==> config.mk <==
export PLATFORM = sky130hd
export DESIGN_NAME = dual_scan_decoder_flat
export DESIGN_NICKNAME = d
export VERILOG_FILES = /design/src/rtl/dual_scan_decoder_if.sv /design/src/rtl/dual_scan_decoder.sv /design/src/flat_wrapper.sv
export SDC_FILE = /design/constraint.sdc
export NUM_CORES = 1
export LEC_CHECK = 0
export CORE_UTILIZATION = 42
export CTS_BUF_LIST = sky130_fd_sc_hd__clkbuf_4 sky130_fd_sc_hd__clkbuf_8
export CTS_CLUSTER_DIAMETER = 150
export DETAILED_ROUTE_END_ITERATION = 6
export PLACE_DENSITY = 0.83
export SETUP_SLACK_MARGIN = 0.05
export SLEW_MARGIN = 10
export SYNTH_ARGS = -nofsm -noshare
export SYNTH_HDL_FRONTEND = slang
export SYNTH_SLANG_ARGS = --single-unit
==> constraint.sdc <==
create_clock -name CLK -period 1.4 [get_ports CLK]
set_input_delay 0.21 -clock CLK [delete_from_list [all_inputs] [get_ports CLK]]
set_output_delay 0.21 -clock CLK [all_outputs]
set_load 0.02 [all_outputs]
==> src/rtl/dual_scan_decoder_if.sv <==
// ----------------------------------------------------------------------------
// dual_scan_decoder_if
// Groups the control and strobe signals of dual_scan_decoder.
//   G_L   [CH-1:0]        per-channel active-low enable      (master -> slave)
//   SEL   [CH*SEL_W-1:0]  per-channel select, channel c at [c*SEL_W +: SEL_W]
//   SCAN                  0 = direct decode, 1 = scan mode    (master -> slave)
//   Y_L   [CH*N-1:0]      active-low strobes, channel c at [c*N +: N]
//   IDX   [SEL_W-1:0]     current scan index                  (slave -> master)
//   TICK                  one-cycle pulse per scan advance    (slave -> master)
// ----------------------------------------------------------------------------
interface dual_scan_decoder_if #(
    parameter int SEL_W = 2,
    parameter int CH    = 2
);
    localparam int N = 1 << SEL_W;

    logic [CH-1:0]       G_L;
    logic [CH*SEL_W-1:0] SEL;
    logic                SCAN;
    logic [CH*N-1:0]     Y_L;
    logic [SEL_W-1:0]    IDX;
    logic                TICK;

    modport master (
        output G_L, SEL, SCAN,
        input  Y_L, IDX, TICK
    );

    modport slave (
        input  G_L, SEL, SCAN,
        output Y_L, IDX, TICK
    );
endinterface

==> src/rtl/dual_scan_decoder.sv <==
// ----------------------------------------------------------------------------
// dual_scan_decoder
// Registered multi-channel active-low line decoder with a scan mode that
// cycles every channel through all of its lines for multiplexed drive.
//
// Ports:
//   CLK      rising-edge clock for all state
//   RESET_L  asynchronous active-low reset (release must be synchronised
//            externally)
//   bus      dual_scan_decoder_if.slave: G_L, SEL, SCAN in; Y_L, IDX, TICK out
//
// Parameters: SEL_W (1..4), CH (1..8), SCAN_DIV (2..65535 clocks per step).
//
// Optional feature macro: DUAL_SCAN_DECODER_BLANK_EN
//   When defined, every enabled channel is blanked (all 1) on the TICK cycle
//   and the new index is driven from the following cycle, giving
//   break-before-make between adjacent lines. Direct mode is unaffected.
// ----------------------------------------------------------------------------
module dual_scan_decoder #(
    parameter int SEL_W    = 2,
    parameter int CH       = 2,
    parameter int SCAN_DIV = 4
) (
    input  logic               CLK,
    input  logic               RESET_L,
    dual_scan_decoder_if.slave bus
);
    localparam int N  = 1 << SEL_W;
    localparam int PW = (SCAN_DIV < 2) ? 1 : $clog2(SCAN_DIV);
    localparam logic [PW-1:0] PRESC_LAST = PW'(SCAN_DIV - 1);

`ifdef DUAL_SCAN_DECODER_BLANK_EN
    localparam bit BLANK_EN = 1'b1;
`else
    localparam bit BLANK_EN = 1'b0;
`endif

    generate
        if (SCAN_DIV < 2) begin : g_bad_scan_div
            $error("dual_scan_decoder: SCAN_DIV=%0d is below the minimum of 2", SCAN_DIV);
        end
    endgenerate

    typedef enum logic [0:0] {
        MODE_DIRECT = 1'b0,
        MODE_SCAN   = 1'b1
    } mode_t;

    // Active-low one-of-N decode of a single channel select.
    function automatic logic [N-1:0] line_dec_f(input logic [SEL_W-1:0] sel);
        logic [N-1:0] one_hot;
        one_hot = {{(N-1){1'b0}}, 1'b1} << sel;
        return ~one_hot;
    endfunction

    mode_t             mode_r;
    logic [PW-1:0]     presc_r;
    logic [SEL_W-1:0]  idx_r;
    logic              tick_r;
    logic [CH*N-1:0]   y_l_r;

    mode_t             mode_nxt_s;
    logic [PW-1:0]     presc_nxt_s;
    logic [SEL_W-1:0]  idx_nxt_s;
    logic              tick_nxt_s;
    logic [CH*N-1:0]   y_l_nxt_s;

    // Next-state: mode tracking, prescaler/index sequencing and line decode.
    always_comb begin
        mode_nxt_s  = MODE_DIRECT;
        presc_nxt_s = presc_r;
        idx_nxt_s   = idx_r;
        tick_nxt_s  = 1'b0;
        y_l_nxt_s   = {(CH*N){1'b1}};

        if (bus.SCAN) begin
            mode_nxt_s = MODE_SCAN;
            case (mode_r)
                // Entering scan mode restarts the sequence at index 0 so the
                // first advance lands exactly SCAN_DIV cycles later.
                MODE_DIRECT: begin
                    presc_nxt_s = {PW{1'b0}};
                    idx_nxt_s   = {SEL_W{1'b0}};
                end
                MODE_SCAN: begin
                    if (presc_r == PRESC_LAST) begin
                        presc_nxt_s = {PW{1'b0}};
                        idx_nxt_s   = idx_r + SEL_W'(1);
                        tick_nxt_s  = 1'b1;
                    end else begin
                        presc_nxt_s = presc_r + PW'(1);
                    end
                end
                default: begin
                    presc_nxt_s = {PW{1'b0}};
                    idx_nxt_s   = {SEL_W{1'b0}};
                end
            endcase
        end else begin
            // Direct mode: IDX holds, prescaler parked at zero.
            mode_nxt_s  = MODE_DIRECT;
            presc_nxt_s = {PW{1'b0}};
        end

        // Lines are decoded from the next index so Y_L and IDX update together.
        for (int c = 0; c < CH; c++) begin
            if (bus.G_L[c]) begin
                y_l_nxt_s[c*N +: N] = {N{1'b1}};
            end else if (bus.SCAN) begin
                if (BLANK_EN && tick_nxt_s) begin
                    y_l_nxt_s[c*N +: N] = {N{1'b1}};
                end else begin
                    y_l_nxt_s[c*N +: N] = line_dec_f(idx_nxt_s);
                end
            end else begin
                y_l_nxt_s[c*N +: N] = line_dec_f(bus.SEL[c*SEL_W +: SEL_W]);
            end
        end
    end

    // State and output registers; reset forces every strobe inactive at once.
    always_ff @(posedge CLK or negedge RESET_L) begin
        if (!RESET_L) begin
            mode_r  <= MODE_DIRECT;
            presc_r <= {PW{1'b0}};
            idx_r   <= {SEL_W{1'b0}};
            tick_r  <= 1'b0;
            y_l_r   <= {(CH*N){1'b1}};
        end else begin
            mode_r  <= mode_nxt_s;
            presc_r <= presc_nxt_s;
            idx_r   <= idx_nxt_s;
            tick_r  <= tick_nxt_s;
            y_l_r   <= y_l_nxt_s;
        end
    end

    assign bus.Y_L  = y_l_r;
    assign bus.IDX  = idx_r;
    assign bus.TICK = tick_r;

endmodule

==> src/flat_wrapper.sv <==
// flat-port wrapper written by rule: the top's interface ports become plain ports
module dual_scan_decoder_flat 
#(
    parameter int SEL_W    = 2,
    parameter int CH       = 2,
    parameter int SCAN_DIV = 4
)
  (CLK, RESET_L, bus_G_L, bus_SEL, bus_SCAN, bus_Y_L, bus_IDX, bus_TICK);
  dual_scan_decoder_if #(.SEL_W(SEL_W), .CH(CH)) bus_i ();
  input  logic CLK;
  input  logic RESET_L;
  input wire logic [$bits(bus_i.G_L)-1:0] bus_G_L;
  input wire logic [$bits(bus_i.SEL)-1:0] bus_SEL;
  input wire logic [$bits(bus_i.SCAN)-1:0] bus_SCAN;
  output wire logic [$bits(bus_i.Y_L)-1:0] bus_Y_L;
  output wire logic [$bits(bus_i.IDX)-1:0] bus_IDX;
  output wire logic [$bits(bus_i.TICK)-1:0] bus_TICK;
  assign bus_i.G_L = bus_G_L;
  assign bus_i.SEL = bus_SEL;
  assign bus_i.SCAN = bus_SCAN;
  assign bus_Y_L = bus_i.Y_L;
  assign bus_IDX = bus_i.IDX;
  assign bus_TICK = bus_i.TICK;
  dual_scan_decoder #(.SEL_W(SEL_W), .CH(CH), .SCAN_DIV(SCAN_DIV)) u_core (.CLK(CLK), .RESET_L(RESET_L), .bus(bus_i));
endmodule
==> reports/summary.txt, run 1 <==
Reg2Reg Setup Slack -> -0.04 ns
Detailed-route DRC error count -> 0
Slowest-stage cell, CP -> dfrtp_1
Worst Path Arrival -> 1.64 ns
DRT Pass-1 Iters -> 4
TritonCTS clock tree -> yes
Min Tclk post-route -> 1.44 ns
Worst path required time -> 1.60 ns
Hold buffer count at CTS -> 0
Synth-to-layout area growth -> 41.0%
First-pass GRT wire length -> 2.24 mm
CTS root buffer -> clkbuf_4
Area of the mapped netlist -> 647 sq um
R2R depth -> 4
Worst-skew pair later-pin latency -> 0.28 ns
Critical-path cell list -> ha_4, xnor2_1, o31a_1, or3b_1
Clock sink count -> 14
GRT Overall Usage -> 0.216
Initial antenna violation count -> 0
Slowest stage delay, CP -> 0.42 ns
Critical path endpoint category -> flop
Final number of setup-violating endpoints -> 3
WS Path Type -> reg -> reg
Power Dens Cells -> 982 mW/mm^2
Max-Cap Viols -> 0
Critical path startpoint category -> flop
Placed wire-length estimate -> 991 um
RSZ-0062 raised after global routing -> yes
Vias -> 557
Chip width -> 41.2 um
Antenna cells -> 0
Leading cell types in the layout, fill and taps excluded -> clkdlybuf4s50_1 (8), dfstp_2 (8), inv_1 (6), buf_4 (6), clkbuf_2 (5)
Setup Skew -> 0.00518 ns
Reg2Reg Capture Point -> u_core.bus.Y_L[1]$_DFF_PN1_
Via/cell ratio -> 5.46
Top cell type's share of synthesized area -> 0.325
Post-synth EDFFs -> 0
Pleak -> 0.415 nW
Setup_tns -> -0.0733 ns
Gpl congestion -> 0.844
Critical path fanouts, max -> 4
Synth top area cells -> dfstp_2 (32%), dfrtp_1 (23%), inv_1 (3.5%)
Syn nets -> 70
Post-synthesis sequential area ratio -> 0.557
Synth Instances -> 60
Final net count -> 98
H-tree depth -> 1
Vias in the first global route -> 483
Buffer count from post-CTS setup fixing -> 0
Pin count of the biggest net entering global routing -> 15
Post-DRT Antenna Nets -> 0
Design area -> 912 sq um
Slew margin rel. -> 0.817
Peak VDD IR -> 0.600 mV
Die Ht -> 41.2 um
Clock buffer count from CTS -> 3
Actual slew at the worst max-slew pin -> 0.273 ns
Mean Syn Cell Area -> 10.8 sq um
Worst-path clk slew -> 0.09 ns
Initial Util -> 0.473
Placed cell areas -> 891 sq um
Final period utilization -> 1.03
Core outline area -> 0.00137 sq mm
DR WL/cell -> 14.1 um
Ys flop type -> dfstp_2
Max Freq -> 694 MHz
Max-slew violation count -> 0
Yosys reg bits -> 14
Final hold viol count -> 0
CTS Buffer Depth -> 2
Synth warn -> 0
PortBufs -> 19
Synth cell types -> 27
Setup ws final -> -0.0418 ns
Iteration-0 DRC Markers -> 7
Worst min path class -> in -> async
Async SR Flop Fraction -> 1.00
Die area -> 0.00170 sq mm
Num rows -> 13
Fraction of layout cells with a size suffix above 1 -> 0.322
Global route total overflow -> 0
WL final -> 1.44 mm
Failing checks -> negative setup slack
Area leader, netlist -> dfstp_2
Outcome -> complete, but fails checks
RR Startpoint -> u_core.presc_r[0]$_DFF_PN0_
I/O Pins -> 20
[sequential cells by signal (all words and copies together), names as in the netlist]
name,flops
u_core.bus.TICK,1
u_core.bus.Y_L,8
u_core.mode_r,1
u_core.presc_r,2
u_core.bus.IDX,2
[logic make-up (layout without fill, tap and decap cells)]
kind of cell,after synthesis,in the layout,synth area share
AO/OA/AOI/OAI,17,17,0.182
AND/OR/NAND/NOR,17,17,0.143
flip-flops,14,14,0.557
buffers and inverters,9,36,0.0696
adder cells (fa/ha/maj),1,1,0.0193
XOR/XNOR,1,1,0.0135
multiplexers,1,1,0.0155
[critical path: cells and delay by family, from the launching register on]
kind,cells,cell delay (ns)
flip-flops,1,0.42
AND/OR/NAND/NOR,1,0.36
adder cells (fa/ha/maj),1,0.19
XOR/XNOR,1,0.13
AO/OA/AOI/OAI,1,0.26
[how the worst max path moves through the flow]
stage	startpoint	cells after the start	slack (ns)	to
CTS	u_core.presc_r[0]$_DFF_PN0_	4	-0.02	u_core.bus.Y_L[1]$_DFF_PN1_
detailed placement	bus_SCAN	4	-0.05	u_core.bus.Y_L[5]$_DFF_PN1_
global route	u_core.presc_r[0]$_DFF_PN0_	4	-0.09	u_core.bus.Y_L[1]$_DFF_PN1_
global placement	bus_SCAN	4	0.004	u_core.bus.Y_L[5]$_DFF_PN1_
finish	u_core.presc_r[0]$_DFF_PN0_	4	-0.04	u_core.bus.Y_L[1]$_DFF_PN1_
floorplan	u_core.presc_r[0]$_DFF_PN0_	5	-0.03	u_core.bus.Y_L[1]$_DFF_PN1_
[stage by stage]
stage / utilization / worst slack [ns] / power [mW] / hold WS (ns) / cells
2_1_floorplan: - / -0.0265 / 0.560 / -0.0856 / 60
3_3_place_gp: 0.652 / 0.00397 / 0.641 / 0.424 / 98
3_5_place_dp: 0.652 / -0.0548 / 0.646 / 0.429 / 98
4_1_cts: 0.672 / -0.0244 / 0.895 / 0.236 / 102
5_1_grt: 0.668 / -0.0875 / 0.947 / 0.250 / 102
6_report: 0.668 / -0.0418 / 0.896 / 0.229 / 102
[cells in the mapped netlist, types with 2 or more instances]
library cell and count:
a21oi_1 4, and3_1 2, dfrtp_1 6, dfstp_2 8
inv_1 6, nand2_1 4, nor2_1 4, o211ai_1 3
o21ai_0 3, or3_1 2, or3b_1 2
[per-layer routing]
metal	track usage	vias to the layer above	share of wire
met1	0.266	269	0.44
met4	0.161	0	0.013
met3	0.0489	2	0.058
li1	-	263	-
met2	0.324	23	0.48
met5	0	-	0
[power by group]
part	switching (mW)	leakage [nW]	internal, mW
Combinational	0.0827	0.235	0.0879
Clock	0.131	0.0184	0.130
Sequential	0.0268	0.161	0.437
[repair_timing]
action | 4_1_cts | 5_1_grt
pin swaps | 1 | 5
cloned | 0 | 0
resized for setup | 13 | 15
setup endpoints to repair | 17 | 16
[cell type report]
cell class	count	area (sq um)
Clock buffer	4	30.0
Fill cell	103	454
Inverter	6	22.5
Multi-Input combinational cell	37	260
Timing Repair Buffer	26	218
Sequential cell	14	363
Tap cell	15	18.8
(Power assumes the default switching activity.)
==> run 2, diff against run 1 <==
--- a/config.mk
+++ b/config.mk
@@ -10,7 +10,6 @@
 export CTS_CLUSTER_DIAMETER = 150
 export DETAILED_ROUTE_END_ITERATION = 6
 export PLACE_DENSITY = 0.83
-export SETUP_SLACK_MARGIN = 0.05
 export SLEW_MARGIN = 10
 export SYNTH_ARGS = -nofsm -noshare
 export SYNTH_HDL_FRONTEND = slang
==> run 2 against run 1 <==
  * Clock skew is 0.00080 ns lower
  * Core utilization is 2.4 points higher
  * Largest power group unchanged
  * Critical path depth stayed put
  * The flow still finishes with violations (negative setup slack)
  * Largest cell class unchanged
  * Sequential share of layout area is 1.5 points lower
  * Critical endpoint is now u_core.bus.Y_L[5]$_DFF_PN1_
==> reports/summary.txt, run 2 (synthesis results as in run 1) <==
Setup Skew -> 0.00438 ns
Placed wire-length estimate -> 963 um
PortBufs -> 19
DRT Pass-1 Iters -> 4
Max-slew violation count -> 0
Leading cell types in the layout, fill and taps excluded -> dlygate4sd2_1 (11), clkdlybuf4s50_1 (8), dfstp_2 (8), inv_1 (6), buf_4 (6)
WL final -> 1.37 mm
Die area -> 0.00170 sq mm
Critical path startpoint category -> flop
Peak VDD IR -> 0.594 mV
TritonCTS clock tree -> yes
Initial Util -> 0.473
CTS root buffer -> clkbuf_4
Synth-to-layout area growth -> 46.0%
Worst Path Arrival -> 1.68 ns
Vias -> 543
Max Freq -> 681 MHz
Chip width -> 41.2 um
RSZ-0062 raised after global routing -> yes
Clock buffer count from CTS -> 3
Hold buffer count at CTS -> 0
Actual slew at the worst max-slew pin -> 0.271 ns
Final number of setup-violating endpoints -> 2
Clock sink count -> 14
Commonest non-fill, non-tap cell in the layout -> dlygate4sd2_1
Via/cell ratio -> 5.32
Pre-CTS setup slack -> -0.0333 ns
Power Dens Cells -> 978 mW/mm^2
RR Startpoint -> u_core.presc_r[0]$_DFF_PN0_
WS Path Type -> reg -> reg
CTS Buffer Depth -> 2
Worst path required time -> 1.61 ns
Final net count -> 98
H-tree depth -> 1
Global route total overflow -> 0
Iteration-0 DRC Markers -> 15
Antenna cells -> 0
Outcome -> complete, but fails checks
Power Total -> 924 uW
Die Ht -> 41.2 um
Pin count of the biggest net entering global routing -> 15
Core outline area -> 0.00137 sq mm
Max-Cap Viols -> 0
Num rows -> 13
Final hold viol count -> 0
Setup ws final -> -0.0682 ns
I/O Pins -> 20
Largest register FFs -> 8
Vias in the first global route -> 483
Worst min path class -> in -> async
Failing checks -> negative setup slack
Critical path fanouts, max -> 4
First-pass GRT wire length -> 2.01 mm
DR WL/cell -> 13.4 um
Slew margin rel. -> 0.819
Final period utilization -> 1.05
Min Tclk post-route -> 1.47 ns
GRT Overall Usage -> 0.195
Crit path launch -> u_core.presc_r[0]$_DFF_PN0_
Initial antenna violation count -> 0
Detailed-route DRC error count -> 0
Worst-path clk slew -> 0.09 ns
Worst-skew pair later-pin latency -> 0.29 ns
Post-DRT Antenna Nets -> 0
Critical path endpoint category -> flop
Gpl congestion -> 0.806
Fraction of layout cells with a size suffix above 1 -> 0.264
Pleak -> 0.413 nW
[run 2: cell types whose count changed in the layout (fill, tap and decap cells not counted)]
cell / before / now
a21boi_0: 0 / 1
a21boi_1: 1 / 0
clkbuf_2: 5 / 0
clkdlybuf4s15_1: 3 / 0
dfrtp_1: 4 / 5
dfrtp_2: 2 / 1
dlygate4sd2_1: 3 / 11
xnor2_1: 1 / 0
xnor2_4: 0 / 1
[run 2: worst paths after layout]
kind	endpoint	slack, ns	cells after the start
max	u_core.bus.Y_L[5]$_DFF_PN1_	-0.07	4
min	u_core.bus.IDX[1]$_DFF_PN0_	0.22	2
max reg2reg	u_core.bus.Y_L[5]$_DFF_PN1_	-0.07	4
min reg2reg	u_core.presc_r[0]$_DFF_PN0_	0.49	1
max in group asynchronous	u_core.bus.Y_L[4]$_DFF_PN1_	0.94	2
min in group CLK	u_core.presc_r[0]$_DFF_PN0_	0.49	1
[run 2: final cells by class]
cell class	instances	area, sq um
inverter	6	22.5
tap	15	18.8
timing repair buffer	26	233
multi-input combinational	37	279
sequential	14	362
clock buffer	4	30.0
fill	108	422
[run 2: where the power goes]
group	internal [mW]	switching [mW]
Clock	0.130	0.138
Sequential	0.437	0.0243
Combinational	0.104	0.0915
[run 2: per-layer routing]
metal  wire, um  GRT usage  share of wire  vias up
met4         35      0.137          0.026        0
li1           -          -              -      265
met3         82     0.0543          0.060        5
met1        601      0.220           0.44      252
met2        650      0.313           0.47       21
met5          0          0              0        -
[run 2: worst max-delay path, stage by stage, from the launching register on]
cell and delay, ns:
dfrtp_1 0.41, ha_4 0.20, xnor2_4 0.13, o31a_1 0.26, or3b_1 0.38
[run 2: timing repair]
action,CTS,global route
setup buffers,1,0
gates resized for setup,15,2
pin swaps,2,4
hold endpoints to repair,0,0
endpoints found under the setup margin,15,7
[run 2: stage by stage]
stage | instances | utilization | setup TNS (ns) | area (sq um) | hold WS [ns]
after global placement | 97 | 0.645 | 0 | 881 | 0.420
after global routing | 102 | 0.691 | -0.494 | 945 | 0.236
final | 102 | 0.691 | -0.105 | 945 | 0.219
after CTS | 102 | 0.682 | -0.0912 | 932 | 0.222
after floorplan | 60 | - | -0.0532 | 653 | -0.0856
after detailed placement | 97 | 0.645 | -0.0668 | 881 | 0.428
